===== config.mk =====
export PLATFORM = sky130hd
export DESIGN_NAME = addr4u_rex_ctrl
export DESIGN_NICKNAME = d
export VERILOG_FILES = /design/src/rtl/addr4u_pkg.sv /design/src/rtl/addr4u_settle_cnt.sv /design/src/rtl/addr4u_rex_ctrl.sv
export SDC_FILE = /design/constraint.sdc
export NUM_CORES = 1
export LEC_CHECK = 0
export CAP_MARGIN = 10
export CORE_MARGIN = 1.5
export CORE_UTILIZATION = 55
export DETAILED_ROUTE_END_ITERATION = 12
export GPL_TIMING_DRIVEN = 0
export PLACE_DENSITY = 0.95
export SETUP_SLACK_MARGIN = 0.02
export SKIP_CTS_REPAIR_TIMING = 1
export SYNTH_ARGS = -nofsm -noshare
export SYNTH_HDL_FRONTEND = slang
export SYNTH_SLANG_ARGS = --single-unit

===== constraint.sdc =====
create_clock -name clk -period 3.56 [get_ports clk]
set_clock_uncertainty 0.1 [all_clocks]
set_input_delay 0.712 -clock clk [delete_from_list [all_inputs] [get_ports clk]]
set_output_delay 0.712 -clock clk [all_outputs]
set_load 0.01 [all_outputs]

===== src/rtl/addr4u_pkg.sv =====
// Shared definitions for the addr4u sequencing stage.
//   OP_W    operand width of the external adder
//   SUM_W   result width (carry out included)
//   state_t controller states
package addr4u_pkg;

  localparam int unsigned OP_W  = 4;
  localparam int unsigned SUM_W = 5;

  typedef enum logic [2:0] {
    IDLE  = 3'd0,
    EXEC1 = 3'd1,
    EXEC2 = 3'd2,
    CMP   = 3'd3,
    OUT   = 3'd4
  } state_t;

endpackage


===== src/rtl/addr4u_settle_cnt.sv =====
// Settle timer for the external adder.
// Loaded with SETTLE_CYC-1 when operands are (re)applied; done is high in the
// cycle whose closing edge is the last one of the hold window, i.e. the edge
// on which add_o may be sampled.
//   clk   clock
//   rst   asynchronous active-high reset
//   load  restart the hold window
//   done  sample strobe (count exhausted)
module addr4u_settle_cnt #(
  parameter int unsigned SETTLE_CYC = 1
) (
  input  logic clk,
  input  logic rst,
  input  logic load,
  output logic done
);

  localparam int unsigned CW = (SETTLE_CYC > 1) ? $clog2(SETTLE_CYC) : 1;

  logic [CW-1:0] cnt;

  always_ff @(posedge clk or posedge rst) begin
    if (rst) begin
      cnt <= '0;
    end else if (load) begin
      cnt <= CW'(SETTLE_CYC - 1);
    end else if (cnt != '0) begin
      cnt <= cnt - 1'b1;
    end
  end

  assign done = (cnt == '0);

endmodule


===== src/rtl/addr4u_rex_ctrl.sv =====
// Redundant-execution controller around an external 4-bit combinational adder.
// Each operand pair is added twice (second time swapped); differing results
// trigger re-execution up to MAX_RETRY times, and every mismatch is counted.
//   clk, rst             clock, asynchronous active-high reset
//   in_valid/in_ready    operand handshake, in_a/in_b operands
//   add_a/add_b/add_o    registered operands to / result from the adder
//   out_valid/out_ready  result handshake, out_sum checked sum
//   out_err              retries exhausted, out_sum unverified
//   err_cnt              saturating mismatch count since reset
module addr4u_rex_ctrl
  import addr4u_pkg::*;
#(
  parameter int unsigned SETTLE_CYC = 1,
  parameter int unsigned MAX_RETRY  = 2,
  parameter int unsigned CNT_W      = 8
) (
  input  logic             clk,
  input  logic             rst,
  input  logic             in_valid,
  output logic             in_ready,
  input  logic [OP_W-1:0]  in_a,
  input  logic [OP_W-1:0]  in_b,
  output logic [OP_W-1:0]  add_a,
  output logic [OP_W-1:0]  add_b,
  input  logic [SUM_W-1:0] add_o,
  output logic             out_valid,
  input  logic             out_ready,
  output logic [SUM_W-1:0] out_sum,
  output logic             out_err,
  output logic [CNT_W-1:0] err_cnt
);

  localparam int unsigned RW = (MAX_RETRY > 0) ? $clog2(MAX_RETRY + 1) : 1;

  state_t           state_q, state_d;
  logic [OP_W-1:0]  op_a, op_b;
  logic [SUM_W-1:0] r1, r2;
  logic [RW-1:0]    retry;
  logic             settle_load, settle_done;
  logic             match, can_retry;

  assign match = (r1 == r2);
  // retry never exceeds MAX_RETRY, so inequality is the "below limit" test
  assign can_retry = (MAX_RETRY != 0) && (retry != RW'(MAX_RETRY));
  // restart the hold window whenever new operands reach the adder
  assign settle_load = (state_d != state_q) &&
                       ((state_d == EXEC1) || (state_d == EXEC2));

  addr4u_settle_cnt #(
    .SETTLE_CYC(SETTLE_CYC)
  ) u_settle (
    .clk (clk),
    .rst (rst),
    .load(settle_load),
    .done(settle_done)
  );

  // state register
  always_ff @(posedge clk or posedge rst) begin
    if (rst) state_q <= IDLE;
    else     state_q <= state_d;
  end

  // next state
  always_comb begin
    state_d = state_q;
    unique case (state_q)
      IDLE:    if (in_valid)    state_d = EXEC1;
      EXEC1:   if (settle_done) state_d = EXEC2;
      EXEC2:   if (settle_done) state_d = CMP;
      CMP:     state_d = (match || !can_retry) ? OUT : EXEC1;
      OUT:     if (out_ready)   state_d = IDLE;
      default: state_d = IDLE;
    endcase
  end

  // state-decoded outputs
  always_comb begin
    in_ready  = (state_q == IDLE) && !rst;
    out_valid = (state_q == OUT);
  end

  // datapath: operand latch, adder drive, result capture, compare bookkeeping
  always_ff @(posedge clk or posedge rst) begin
    if (rst) begin
      op_a    <= '0;
      op_b    <= '0;
      add_a   <= '0;
      add_b   <= '0;
      r1      <= '0;
      r2      <= '0;
      retry   <= '0;
      out_sum <= '0;
      out_err <= 1'b0;
      err_cnt <= '0;
    end else begin
      unique case (state_q)
        IDLE: begin
          if (in_valid) begin
            op_a  <= in_a;
            op_b  <= in_b;
            add_a <= in_a;
            add_b <= in_b;
            retry <= '0;
          end
        end
        EXEC1: begin
          if (settle_done) begin
            r1    <= add_o;
            add_a <= op_b;
            add_b <= op_a;
          end
        end
        EXEC2: begin
          if (settle_done) r2 <= add_o;
        end
        CMP: begin
          if (match) begin
            out_sum <= r1;
            out_err <= 1'b0;
          end else begin
            if (err_cnt != '1) err_cnt <= err_cnt + 1'b1;
            if (can_retry) begin
              retry <= retry + 1'b1;
              add_a <= op_a;
              add_b <= op_b;
            end else begin
              out_sum <= r2;
              out_err <= 1'b1;
            end
          end
        end
        default: ;
      endcase
    end
  end

endmodule


; ---- Word level (Yosys, flattened, before mapping)
; Cells that the tools add are included.
[op_classes]
eq_ne = 15
reduce_logical = 16
bitwise_logic = 2
n_mux = 26
addsub = 3
[ops]
columns = cell, n
row1 = $mux W4, 8
row2 = $pmux W4 S3, 2
row3 = $mux W3, 5
row4 = $pmux W3 S5, 1
row5 = $ne A2 B2 Y1 const B, 6
row6 = $mux W5, 2
row7 = $eq A3 B2 Y1 const B, 3
row8 = $add A8 B1 Y8 const B, 1
row9 = $ne A8 B8 Y1 const B, 1
row10 = $reduce_and A2 Y1, 4
row11 = $eq A3 B1 Y1 const B, 2
row12 = $mux W2, 3
row13 = $eq A5 B5 Y1, 1
row14 = $reduce_and A5 Y1, 1
row15 = $mux W1, 4
row16 = $pmux W2 S2, 1
row17 = $reduce_and A4 Y1, 1
row18 = $eq A3 B3 Y1 const B, 1
row19 = $logic_not A3 Y1, 1
row20 = $ne A3 B3 Y1, 1
row21 = $reduce_and A3 Y1, 1
row22 = $reduce_bool A3 Y1, 1
row23 = $add A2 B1 Y2 const B, 1
row24 = $logic_and A1 B1 Y1, 2
row25 = 5 further kinds, 8
[word_totals]
out_inout_bits = 24
reg_bits = 46

; ---- Depth between registers and ports, before layout
[depth]
ltp_word = 9
ltp_mapped = 6
depth_no_buf = 6

; ---- Modules after synthesis
; A second synthesis with hierarchy kept.
[unflattened]
hier_cells = 180
area_unflattened_um2 = 2227.1
[modules_own_cells]
columns = module, cells_per_inst, area_each_um2, n_inst
row1 = addr4u_rex_ctrl, 178, 2215.9, 1
row2 = addr4u_settle_cnt, 2, 11.3, 1

; ---- Least setup slack after synthesis
; Ideal clock, no wire load.
[synth_path]
path_kind = input port to flip-flop
from = input in_valid
to = register add_a[0]
stages = 4
t_arrival_ns = 1.698
setup_time_ns = 0.125
path_buffers = 0
t_required_ns = 3.335
slack_ns = 1.637
cell_sequence = nor2b_1 a21oi_1 a211oi_4 mux2_2
[synth_via]
elab_chain_len = 2
[synth_lines]
columns = element, line_no
row1 = "start, declared", addr4u_rex_ctrl.sv:19  ; input logic in_valid,
row2 = $ne A2 B2 Y1 (no source line), n/a
row3 = $reduce_and A5 Y1 (no source line), n/a
row4 = "end signal, assigned", addr4u_rex_ctrl.sv:102  ; add_a <= in_a;
row5 = "end signal, assigned", addr4u_rex_ctrl.sv:110  ; add_a <= op_b;
row6 = "end signal, assigned", addr4u_rex_ctrl.sv:125  ; add_a <= op_a;
row7 = "end, declared", addr4u_rex_ctrl.sv:23  ; output logic [OP_W-1:0] add_a,
; Every way passes these cells.
; A chain may end at the register's enable or synchronous reset.

; ---- Worst setup path in the final report
[layout_path]
from = input rst
to = output in_ready
[layout_via]
elab_chain_len = 2
[layout_lines]
columns = element, line_no
row1 = "start, declared", addr4u_rex_ctrl.sv:18  ; input logic rst,
row2 = $logic_not A1 Y1 (no source line), n/a
row3 = $logic_and A1 B1 Y1, addr4u_rex_ctrl.sv:79  ; in_ready = (state_q == IDLE) && !rst;
row4 = "end, declared", addr4u_rex_ctrl.sv:20  ; output logic in_ready,
; Every way passes these cells.

==> load_flow_metrics.sql <==
INSERT INTO impl_metrics (metric_group, metric, value, unit) VALUES
('synth', 'post_synth_instance_area', '0.002093', 'mm2'),
('global_routing', 'grt_start_max_net_pins', '29', ''),
('global_routing', 'grt_use_total', '0.2410', ''),
('worst_setup_path', 'timing.critical_path.arrival', '2.32', 'ns'),
('routing', 'detail_route.iter0.violations', '203', ''),
('place', 'placement.io_buffers', '40', ''),
('place', 'dpl.cell_count', '271', ''),
('outcome', 'result_of_the_run', 'finished, final reports clean', ''),
('timing', 'setup_tns_final', '0', 'ns'),
('floorplanning', 'floorplan.core_area', '0.003661', 'mm2'),
('worst_setup_path', 'worstSetupStartpointType', 'primary input', ''),
('cells_and_area', 'layout.cells.non_filler', '279', ''),
('routing', 'detail_route.drc_violations', '0', ''),
('global_routing', 'grt_overflow_total', '0', ''),
('synth', 'synth.yosys.seq_area_share', '0.5380', ''),
('worst_setup_path', 'endpoint_kind_of_the_worst_setup_timing_path', 'output pin', ''),
('timing', 'worst-slew-pin-transition', '0.5753', 'ns'),
('synth', 'synth.lib_cells_used.distinct', '30', ''),
('timing', 'maxClockFrequency', '319.5', 'MHz'),
('routing', 'vias', '1535', ''),
('clocking', 'clk_root_buffer_cell', 'sky130_fd_sc_hd__clkbuf_8', ''),
('cells_and_area', 'flow.area_growth_from_synthesis', '27.08', '%'),
('timing', 'setup_repair_after_global_routing_missed_its_margin', 'no', ''),
('place', 'postPlaceCellArea', '0.002574', 'mm2'),
('routing', 'first_pass_iters', '4', ''),
('cells_and_area', 'n_antenna_cell', '0', ''),
('worst_setup_path', 'worstPathMaxFanout', '2', ''),
('cells_and_area', 'fin_area', '0.002660', 'mm2'),
('synth', 'postSynthNetCount', '201', ''),
('routing', 'routed_wirelength', '4.419', 'mm'),
('floorplanning', 'floorplan.io_pins', '41', ''),
('worst_setup_path', 'largest_delay_contributor_family_on_the_critical_path', 'buffers and inverters', ''),
('worst_setup_path', 'crit_top_cell', 'sky130_fd_sc_hd__clkdlybuf4s50_1', ''),
('clocking', 'cts.htree.levels', '2', ''),
('routing', 'detail_route.vias_per_cell', '5.502', ''),
('routing', 'detail_route.wl_per_cell', '15.84', 'um'),
('cells_and_area', 'num-nets-final', '249', ''),
('floorplanning', 'die_area', '0.004185', 'mm2'),
('synth', 'syn-mean-instance-area', '11.50', 'um2'),
('worst_setup_path', 'cp_data_required_time', '2.75', 'ns'),
('timing', 'timing_max_transition_violations_final', '0', ''),
('global_routing', 'antenna_found_initial', '0', ''),
('synth', 'postSynthRegisterBits', '45', ''),
('timing', 'fin_crit', '3.130', 'ns'),
('floorplanning', 'die_height', '64.69', 'um'),
('hold_path', 'worst_hold_class', 'flop to flop', ''),
('cells_and_area', 'drive_above_1_share', '0.1991', ''),
('synth', 'post_synth_inst_count', '182', ''),
('flow_run', 'cap_violations', '0', ''),
('global_routing', 'grt_first_pass_wirelength', '7.548', 'mm'),
('floorplanning', 'fp-row-count', '22', ''),
('timing', 'timing.max_slew.rel_slack', '0.6129', ''),
('worst_setup_path', 'critPathBufInv', '2', ''),
('worst_setup_path', 'critPathKind', 'primary input to output pin', ''),
('timing', 'setup_ws', '0.4301', 'ns'),
('clocking', 'insertion_delay', '0.31', 'ns'),
('synth', 'synth_warnings', '0', ''),
('global_routing', 'grt_pass1_vias', '1627', ''),
('timing', 'finalSetupViolCount', '0', ''),
('worst_setup_path', 'crit_path_cell_trace', 'clkdlybuf4s50_1 > nor4_1 > clkdlybuf4s50_1', ''),
('worst_setup_path', 'timing.critical_path.slowest_stage_cell', 'sky130_fd_sc_hd__clkdlybuf4s50_1', ''),
('power', 'power_density', '914.2', 'mW/mm2'),
('timing', 'layout_worst_path_cycle_share', '0.8792', ''),
('clocking', 'clkSinkCount', '45', ''),
('timing', 'finalHoldViolCount', '0', ''),
('clocking', 'cts_buffer_depth', '2', ''),
('place', 'place.gp.congestion', '0.8010', ''),
('worst_setup_path', 'slowest_delay', '0.65', 'ns'),
('routing', 'final_antenna_net_count', '0', ''),
('clocking', 'cts_tree', 'yes', ''),
('power', 'vdd_ir_drop_max', '523.7', 'uV'),
('clocking', 'tritoncts.num_buffers', '5', ''),
('place', 'post-place-ws', '0.6089', 'ns'),
('floorplanning', 'floorplan.initialDensity', '0.5718', ''),
('place', 'hpwl', '3.082', 'mm'),
('clocking', 'clk_transition_reported_paths', '0.08', 'ns'),
('floorplanning', 'fp.dieW', '64.69', 'um'),
('power', 'leakage', '1.210', 'nW');
[worst reg2reg max path, cell delays in order, from the launching register on]
cell	delay (ns)
sky130_fd_sc_hd__dfrtp_1	0.42
sky130_fd_sc_hd__xnor2_1	0.20
sky130_fd_sc_hd__nand3_1	0.13
sky130_fd_sc_hd__nor3_2	0.33
sky130_fd_sc_hd__buf_6	0.19
sky130_fd_sc_hd__o21a_4	0.18
sky130_fd_sc_hd__mux2_2	0.34
[flip-flops by register name, indices dropped and copies added, names as in the netlist]
| signal | flops |
|---|---|
| add_a | 4 |
| add_b | 4 |
| err_cnt | 8 |
| op_a | 4 |
| op_b | 4 |
| out_err | 1 |
| out_sum | 5 |
| r1 | 5 |
| r2 | 5 |
| retry | 2 |
| state_q | 3 |
[cell families after synthesis]
kind of cell | Yosys count | share of synthesized area
AND/OR/NAND/NOR | 62 | 0.1429
flip-flops | 45 | 0.5380
multiplexers | 34 | 0.1769
AO/OA/AOI/OAI | 16 | 0.05319
XOR/XNOR | 12 | 0.05021
buffers and inverters | 11 | 0.02690
adder cells (fa/ha/maj) | 2 | 0.01195
[cells in the final DEF, fill, tap and decap left out, drive strengths merged, types with 2 or more instances in the layout]
master and instances:
clkbuf 7, xnor2 3, a21oi 3, clkdlybuf4s50 40, clkinv 2, inv 4, mux2i 10, nand4 2
xor2 9, nand2 39, nand3 4, ha 2, nor3 3, dfrtp 45, nor2 4, mux2 24
nor4 4, buf 6, nor3b 2, o21ai 10
[per-stage QoR]
| stage | total power [mW] | utilization | hold slack, ns |
|---|---|---|---|
| 6_report | 2.432 | 0.7266 | 0.3996 |
| 5_1_grt | 2.597 | 0.7266 | 0.4230 |
| 4_1_cts | 2.433 | 0.7266 | 0.3991 |
| 3_5_place_dp | 2.108 | 0.7030 | 0.3892 |
| 3_3_place_gp | 2.037 | 0.6975 | 0.3633 |
| 2_1_floorplan | 1.677 | - | 0.3450 |
[area by class of cell]
class	count	area [um2]
Timing Repair Buffer	41	420.4
Clock inverter	3	17.52
Buffer	7	41.29
Tap cell	48	60.06
Inverter	4	15.01
Clock buffer	5	68.82
Multi-Input combinational cell	126	910.9
Fill cell	241	1001
Sequential cell	45	1126
[layer usage]
layer	routed length [um]	vias up	track usage	part of all wire
met5	0	-	0	0
met4	107	0	0.1356	0.024
met3	225	7	0.06771	0.051
met2	2308	54	0.3880	0.52
met1	1778	760	0.2919	0.40
li1	-	714	-	-
[worst paths after layout]
kind,start,endpoint,slack (ns),cells after the start
worst max-delay path,rst,in_ready,0.43,3
worst min-delay path,retry[0]$_DFFE_PP0P_,retry[0]$_DFFE_PP0P_,0.40,1
worst max register to register,r2[4]$_DFFE_PP0N_,out_sum[3]$_DFFE_PP0P_,1.57,6
worst min register to register,retry[0]$_DFFE_PP0P_,retry[0]$_DFFE_PP0P_,0.40,1
max in group asynchronous,rst,out_err$_DFFE_PP0P_,2.18,3
min in group asynchronous,rst,retry[1]$_DFFE_PP0P_,0.71,2
[Yosys cell counts]
library cell / instances / area share
sky130_fd_sc_hd__nor2_1: 3 / 0.0054
sky130_fd_sc_hd__inv_1: 4 / 0.0072
sky130_fd_sc_hd__buf_2: 3 / 0.0072
sky130_fd_sc_hd__a21o_1: 1 / 0.0036
sky130_fd_sc_hd__o21ai_2: 1 / 0.0042
sky130_fd_sc_hd__nor2_4: 1 / 0.0054
sky130_fd_sc_hd__xor2_1: 9 / 0.038
sky130_fd_sc_hd__nor2b_1: 1 / 0.0030
sky130_fd_sc_hd__nand4_1: 2 / 0.0060
sky130_fd_sc_hd__clkbuf_1: 2 / 0.0036
sky130_fd_sc_hd__and2_1: 1 / 0.0030
sky130_fd_sc_hd__dfrtp_1: 45 / 0.54
sky130_fd_sc_hd__buf_4: 1 / 0.0036
sky130_fd_sc_hd__nor4_1: 4 / 0.012
sky130_fd_sc_hd__o21ai_0: 9 / 0.022
sky130_fd_sc_hd__a211oi_4: 1 / 0.0096
sky130_fd_sc_hd__ha_1: 2 / 0.012
sky130_fd_sc_hd__nor3b_1: 2 / 0.0072
sky130_fd_sc_hd__nand3_1: 4 / 0.0096
sky130_fd_sc_hd__nand2b_4: 1 / 0.0066
sky130_fd_sc_hd__nor3_1: 2 / 0.0048
sky130_fd_sc_hd__or4_4: 1 / 0.0054
sky130_fd_sc_hd__mux2i_1: 10 / 0.048
sky130_fd_sc_hd__a21oi_1: 3 / 0.0072
sky130_fd_sc_hd__buf_6: 1 / 0.0054
sky130_fd_sc_hd__nor3_2: 1 / 0.0048
sky130_fd_sc_hd__mux2_2: 24 / 0.13
sky130_fd_sc_hd__nand2_1: 39 / 0.070
sky130_fd_sc_hd__xnor2_1: 3 / 0.013
sky130_fd_sc_hd__o21a_4: 1 / 0.0072
[where the power goes]
| group | switching [mW] | internal [mW] | total (mW) |
|---|---|---|---|
| combinational | 0.547 | 0.632 | 1.18 |
| clock | 0.174 | 0.135 | 0.309 |
| sequential | 0.192 | 0.752 | 0.944 |
| total | 0.913 | 1.52 | 2.43 |
Note: power is estimated with default switching activity, not from simulation.
